==> src/rtl/muldiv_unit_if.sv <==
// Handshake and data bundle for muldiv_unit.
//   start/op/a/b : operation request, sampled only while the unit is idle
//   hi_wr/lo_wr  : direct HI/LO loads (MTHI/MTLO) from wr_data, honoured only while idle
//   busy/done    : operation in progress / one-cycle completion pulse
//   div_zero     : one-cycle pulse alongside done for a divide by zero
//   hi/lo        : architectural HI and LO registers
interface muldiv_unit_if #(
  parameter int unsigned WIDTH = 32
);
  logic             start;
  logic [1:0]       op;
  logic [WIDTH-1:0] a;
  logic [WIDTH-1:0] b;
  logic             hi_wr;
  logic             lo_wr;
  logic [WIDTH-1:0] wr_data;
  logic             busy;
  logic             done;
  logic             div_zero;
  logic [WIDTH-1:0] hi;
  logic [WIDTH-1:0] lo;

  modport master (
    output start, op, a, b, hi_wr, lo_wr, wr_data,
    input  busy, done, div_zero, hi, lo
  );

  modport slave (
    input  start, op, a, b, hi_wr, lo_wr, wr_data,
    output busy, done, div_zero, hi, lo
  );
endinterface

==> src/rtl/muldiv_unit.sv <==
// Sequential multiply/divide engine with HI/LO registers.
//   clock : rising-edge system clock
//   reset : asynchronous active-low reset, clears all state
//   bus   : muldiv_unit_if.slave (op codes 00 MULT, 01 MULTU, 10 DIV, 11 DIVU)
// Operations run on operand magnitudes for WIDTH iterations (shift-add
// multiply LSB first, restoring divide MSB first), then a FIX cycle applies
// the latched signs and writes HI/LO. Divide by zero skips straight to FIX.
module muldiv_unit #(
  parameter int unsigned WIDTH = 32
) (
  input logic          clock,
  input logic          reset,
  muldiv_unit_if.slave bus
);

  localparam int unsigned CW = $clog2(WIDTH);

  typedef enum logic [1:0] {
    IDLE,
    RUN,
    FIX
  } state_t;

  state_t state, state_nx;

  logic [CW-1:0]      cnt;
  logic               div_q;
  logic               zero_q;
  logic               sign_pq;
  logic               sign_r;
  logic [WIDTH-1:0]   opnd;   // |a| for multiply, |b| (divisor) for divide
  logic [2*WIDTH-1:0] acc;    // product accumulator, or quotient/dividend in the low half
  logic [WIDTH:0]     rem;
  logic [WIDTH-1:0]   hi_q;
  logic [WIDTH-1:0]   lo_q;
  logic               done_q;
  logic               dz_q;

  logic               accept;
  logic               is_signed;
  logic               zero_div;
  logic [WIDTH-1:0]   abs_a;
  logic [WIDTH-1:0]   abs_b;
  logic               last;
  logic [WIDTH:0]     mul_sum;
  logic [WIDTH+1:0]   div_trial;
  logic               div_ge;
  logic [2*WIDTH-1:0] prod_fix;
  logic [WIDTH-1:0]   quo_fix;
  logic [WIDTH-1:0]   rem_fix;

  always_comb begin
    accept    = (state == IDLE) && bus.start;
    is_signed = !bus.op[0];
    zero_div  = bus.op[1] && (bus.b == '0);
    abs_a     = (is_signed && bus.a[WIDTH-1]) ? ('0 - bus.a) : bus.a;
    abs_b     = (is_signed && bus.b[WIDTH-1]) ? ('0 - bus.b) : bus.b;
    last      = (cnt == CW'(WIDTH - 1));

    // Multiply step: add the multiplicand into the upper half when the
    // current multiplier bit (acc[0]) is set, then shift the whole thing right.
    mul_sum   = {1'b0, acc[2*WIDTH-1:WIDTH]} + (acc[0] ? {1'b0, opnd} : '0);

    // Divide step: shift the next dividend bit into the partial remainder and
    // trial-subtract the divisor; a clear borrow bit means the quotient bit is 1.
    div_trial = {rem, acc[WIDTH-1]} - {2'b00, opnd};
    div_ge    = !div_trial[WIDTH+1];

    prod_fix  = sign_pq ? ('0 - acc) : acc;
    quo_fix   = sign_pq ? ('0 - acc[WIDTH-1:0]) : acc[WIDTH-1:0];
    rem_fix   = sign_r  ? ('0 - rem[WIDTH-1:0]) : rem[WIDTH-1:0];
  end

  always_comb begin
    state_nx = state;
    unique case (state)
      IDLE: if (bus.start) state_nx = zero_div ? FIX : RUN;
      RUN:  if (last) state_nx = FIX;
      FIX:  state_nx = IDLE;
      default: state_nx = IDLE;
    endcase
  end

  always_ff @(posedge clock or negedge reset) begin
    if (!reset) state <= IDLE;
    else        state <= state_nx;
  end

  always_ff @(posedge clock or negedge reset) begin
    if (!reset) begin
      cnt     <= '0;
      div_q   <= 1'b0;
      zero_q  <= 1'b0;
      sign_pq <= 1'b0;
      sign_r  <= 1'b0;
      opnd    <= '0;
      acc     <= '0;
      rem     <= '0;
      hi_q    <= '0;
      lo_q    <= '0;
      done_q  <= 1'b0;
      dz_q    <= 1'b0;
    end else begin
      done_q <= (state == FIX);
      dz_q   <= (state == FIX) && zero_q;
      unique case (state)
        IDLE: begin
          if (bus.hi_wr) hi_q <= bus.wr_data;
          if (bus.lo_wr) lo_q <= bus.wr_data;
          if (accept) begin
            cnt     <= '0;
            div_q   <= bus.op[1];
            zero_q  <= zero_div;
            sign_pq <= is_signed && (bus.a[WIDTH-1] ^ bus.b[WIDTH-1]);
            sign_r  <= is_signed && bus.a[WIDTH-1];
            opnd    <= bus.op[1] ? abs_b : abs_a;
            acc     <= {{WIDTH{1'b0}}, (bus.op[1] ? abs_a : abs_b)};
            rem     <= '0;
          end
        end
        RUN: begin
          cnt <= cnt + CW'(1);
          if (div_q) begin
            rem <= div_ge ? div_trial[WIDTH:0] : {rem[WIDTH-1:0], acc[WIDTH-1]};
            acc <= {acc[2*WIDTH-1:WIDTH], acc[WIDTH-2:0], div_ge};
          end else begin
            acc <= {mul_sum, acc[WIDTH-1:1]};
          end
        end
        FIX: begin
          if (!zero_q) begin
            if (div_q) begin
              lo_q <= quo_fix;
              hi_q <= rem_fix;
            end else begin
              {hi_q, lo_q} <= prod_fix;
            end
          end
        end
        default: ;
      endcase
    end
  end

  assign bus.busy     = (state != IDLE);
  assign bus.done     = done_q;
  assign bus.div_zero = dz_q;
  assign bus.hi       = hi_q;
  assign bus.lo       = lo_q;

endmodule
==> src/flat_wrapper.sv <==
// flat-port wrapper written by rule: the top's interface ports become plain ports
module muldiv_unit_flat 
#(
  parameter int unsigned WIDTH = 32
)
  (clock, reset, bus_start, bus_op, bus_a, bus_b, bus_hi_wr, bus_lo_wr, bus_wr_data, bus_busy, bus_done, bus_div_zero, bus_hi, bus_lo);
  muldiv_unit_if #(.WIDTH(WIDTH)) bus_i ();
  input logic clock;
  input logic reset;
  input wire logic [$bits(bus_i.start)-1:0] bus_start;
  input wire logic [$bits(bus_i.op)-1:0] bus_op;
  input wire logic [$bits(bus_i.a)-1:0] bus_a;
  input wire logic [$bits(bus_i.b)-1:0] bus_b;
  input wire logic [$bits(bus_i.hi_wr)-1:0] bus_hi_wr;
  input wire logic [$bits(bus_i.lo_wr)-1:0] bus_lo_wr;
  input wire logic [$bits(bus_i.wr_data)-1:0] bus_wr_data;
  output wire logic [$bits(bus_i.busy)-1:0] bus_busy;
  output wire logic [$bits(bus_i.done)-1:0] bus_done;
  output wire logic [$bits(bus_i.div_zero)-1:0] bus_div_zero;
  output wire logic [$bits(bus_i.hi)-1:0] bus_hi;
  output wire logic [$bits(bus_i.lo)-1:0] bus_lo;
  assign bus_i.start = bus_start;
  assign bus_i.op = bus_op;
  assign bus_i.a = bus_a;
  assign bus_i.b = bus_b;
  assign bus_i.hi_wr = bus_hi_wr;
  assign bus_i.lo_wr = bus_lo_wr;
  assign bus_i.wr_data = bus_wr_data;
  assign bus_busy = bus_i.busy;
  assign bus_done = bus_i.done;
  assign bus_div_zero = bus_i.div_zero;
  assign bus_hi = bus_i.hi;
  assign bus_lo = bus_i.lo;
  muldiv_unit #(.WIDTH(WIDTH)) u_core (.clock(clock), .reset(reset), .bus(bus_i));
endmodule
==> config.mk <==
export PLATFORM = sky130hd
export DESIGN_NAME = muldiv_unit_flat
export DESIGN_NICKNAME = d
export VERILOG_FILES = /design/src/rtl/muldiv_unit_if.sv /design/src/rtl/muldiv_unit.sv /design/src/flat_wrapper.sv
export SDC_FILE = /design/constraint.sdc
export NUM_CORES = 1
export LEC_CHECK = 0
export BUFFER_PORTS_ARGS = -buffer_cell sky130_fd_sc_hd__buf_2
export CAP_MARGIN = 30
export CELL_PAD_IN_SITES_DETAIL_PLACEMENT = 1
export CELL_PAD_IN_SITES_GLOBAL_PLACEMENT = 2
export CORE_MARGIN = 4
export CORE_UTILIZATION = 39
export DETAILED_ROUTE_END_ITERATION = 8
export GPL_TIMING_DRIVEN = 1
export MAX_ROUTING_LAYER = met4
export PLACE_DENSITY = 0.89
export RECOVER_POWER = 25
export REMOVE_ABC_BUFFERS = 1
export SETUP_SLACK_MARGIN = 0.02
export SYNTH_ARGS = -nofsm -noshare
export SYNTH_HDL_FRONTEND = slang
export SYNTH_SLANG_ARGS = --single-unit
==> constraint.sdc <==
create_clock -name clock -period 6 [get_ports clock]
set_clock_uncertainty 0.05 [all_clocks]
set_input_delay 1.2 -clock clock [delete_from_list [all_inputs] [get_ports clock]]
set_output_delay 1.2 -clock clock [all_outputs]
set_load 0.03 [all_outputs]
==> metrics.cfg <==
[yosys]
synthDistinctLibCells = 74
synth_top_family_by_area = compound AO/OA/AOI/OAI gates
yosys.area_share.simple_pct = 18.60
seq_area_frac_synth_pct = 31.23
synth_edf_count = 0
synth_xor_area_share_pct = 10.24
postSynthAreaPerCell_um2 = 7.977
synth_area_um2 = 16500
yosysTopAreaCell = dfrtp_1
ys_top_cells_by_area = dfrtp_1 31%, xnor2_1 5.9%, nand2_1 5.7%
synth_compound_area_share_pct = 25.95
syn-instance-count = 2069
ys_warn_count = 0
netlist.area_leader.share_pct = 31.23
synth_mux_area_share_pct = 3.988
synthFlopType = dfrtp_1
synth.ff_latch_count = 206
synth_fa_ha_area_share_pct = 5.549
async_reset_ff_share_pct = 100.0

[clock_tree]
clock_latency_ps = 560
post_cts_resized = 0
cts_tree = built
cts.htree.levels = 1
max-clock-path-buffers = 3
cts.sinks = 206
cts_buffers = 26
root_buffer = clkbuf_16
cts_setup_buffers = 0
cts_hold_buffers = 0
path_clk_slew_ps = 60

[pwr]
internal_power_mw = 5.850
swShare_pct = 50.32
power_frac_comb_pct = 60.9
vdd_drop_max_uv = 240.4
p_leak_nw = 8.143
p_clk_share_pct = 14.1
switching_power_mw = 5.925
seqPwrFrac_pct = 25.0
finalPower_mw = 11.78
power_density_nw_per_um2 = 630.4

[die]
die_x_um = 213.7
pin_count = 170
initial_core_util_pct = 39.43
rows = 75
dieArea_um2 = 45670
dieHeight_um = 213.7
coreArea_um2 = 41850

[routing]
wl_per_cell_um = 21.79
drc_errors = 0
finalWirelength_um = 59220
firstDrtPassIters = 5
ant_nets = 0
via_per_inst = 5.853
drtIter0Drc = 1007
vias = 15910

[sta]
worst_pin_slew_ps = 2677
fmax_ghz = 0.2284
fin_crit_sh_pct = 72.97
finalSetupTns_ps = 0
final.min_clock_period_ps = 4378
grt_setup_unrepaired = false
setup-violations-final = 0
finalHoldViolations = 0
final_max_slew_viol_count = 187
maxSlewHeadroom_pct = -78.45

[grt]
overflow = 0
grt_antenna_before_repair = 1
track_usage_pct = 26.34
grt_max_degree = 110
grt_pass1_vias = 16150
grt_pass1_wl_um = 92860

[place]
port-buffer-count = 169
dp_cells = 2671
gp_congestion = 0.9068
hpwl_um = 45060

[status]
status = complete, but fails checks
violations = max-capacitance violations, max-slew violations

[flow_run]
drv_cap = 3

[critical_path]
worstPathMaxFanout = 56
cp.arrival_ps = 4820
path_class = flop to flop
start_kind = flop
cp.required_ps = 6440
reg2reg_slack_ps = 1620
end_kind = flop

[finish]
fin_nets = 2336
drive_above_1_share_pct = 12.31
fillerInstances = 5115
final_cells = 2718
area_delta_synth_final_pct = 13.17

[hold_path]
min_path_type = flop to flop

## cells by family (layout without fill, tap and decap cells)
kind of cell / count (synthesis) / count (layout)
flops: 206 / 206
compound gates: 695 / 695
xor+xnor: 193 / 193
other cells: 0 / 2
buf+inv: 194 / 302
fa+ha+maj: 72 / 72
simple gates: 644 / 644
mux: 65 / 65
## routing by layer
metal / share of wire (%) / GRT usage (%)
met1: 49 / 37.82
met5: 0 / -
met4: 1.8 / 5.231
met3: 3.8 / 2.063
met2: 46 / 41.29
## layout make-up
cell class / count / area, um^2 / area share (%)
sequential: 206 / 5160 / 27.63
clock buffer: 40 / 814.5 / 4.361
inverter: 62 / 232.7 / 1.246
antenna: 2 / 5.005 / 0.02680
tap: 539 / 674.4 / 3.611
clock inverter: 4 / 70.07 / 0.3751
multi-input combinational: 1669 / 10640 / 56.98
timing repair buffer: 196 / 1079 / 5.774
## worst paths after layout
path / cells after the start / from / endpoint
max: 7 / u_core.state[0] / u_core.rem[28]
max reg2reg: 7 / u_core.state[0] / u_core.rem[28]
max in group asynchronous: 1 / reset / u_core.div_q
min reg2reg: 2 / u_core.bus.lo[21] / u_core.bus.lo[21]
min in group asynchronous: 1 / reset / u_core.cnt[2]
min: 2 / u_core.bus.lo[21] / u_core.bus.lo[21]
## cells in the final DEF, fill, tap and decap left out, types with 62 or more instances in the layout
master and count:
o21ai_1 123, o21ai_0 118, a21oi_1 173, dfrtp_1 204, xnor2_1 111, buf_2 169
nor2_1 145, ha_1 70, inv_1 62, xor2_1 81, nand2_1 251
## per-stage QoR
step / hold slack, ps / util (%) / setup slack, ps / cell area (um^2)
6_report: 426.7 / 44.63 / 1622 / 18680
5_1_grt: 454.3 / 44.62 / 1318 / 18670
4_1_cts: 431.6 / 44.65 / 2060 / 18690
3_5_place_dp: 418.9 / 42.54 / 1704 / 17800
3_3_place_gp: 408.2 / 42.42 / 1689 / 17750
2_1_floorplan: 399.4 / - / 1246 / 16010
## state kept, by name, indices dropped and copies added (netlist names)
register / flops
u_core.bus.hi: 32
u_core.bus.div_zero: 1
u_core.opnd: 32
u_core.cnt: 5
u_core.acc: 64
u_core.sign_r: 1
u_core.state: 2
u_core.bus.done: 1
u_core.bus.lo: 32
u_core.div_q: 1
u_core.zero_q: 1
u_core.rem: 33
u_core.sign_pq: 1
## cell usage after synthesis, types with 15 or more instances
master and number:
a21oi_1 174, o211ai_1 32, ha_1 70, clkbuf_1 112, a21o_1 38, nor3_1 30
a22oi_1 15, nand2_1 251, nor4_1 15, inv_1 61, nand2b_1 30, xnor2_1 112
nor2b_1 15, o21ai_1 123, buf_1 17, o21ai_0 118, nand3_1 35, mux2i_1 59
a31oi_1 17, o41ai_1 20, or4_1 18, or3_1 20, and3_1 21, nor2_1 146
dfrtp_1 206, o31ai_1 44, xor2_1 81, a211oi_1 30
## power groups by stage
stage	Combinational, mW	Sequential [mW]	Clock (mW)
4_1_cts	7.16	2.93	1.69
2_1_floorplan	4.71	3.16	0
5_1_grt	7.93	3.05	1.74
6_report	7.17	2.94	1.66
3_3_place_gp	6.91	2.92	0
3_5_place_dp	7.13	2.95	0
## critical path, stage by stage, from the launching register on
cell	delay [ps]
dfrtp_1	500
nor2b_4	200
clkbuf_1	1790
nand2_1	800
buf_16	390
nor2_1	310
a22o_1	190
a21o_1	80
No activity file was read; power rests on OpenSTA's default activity.
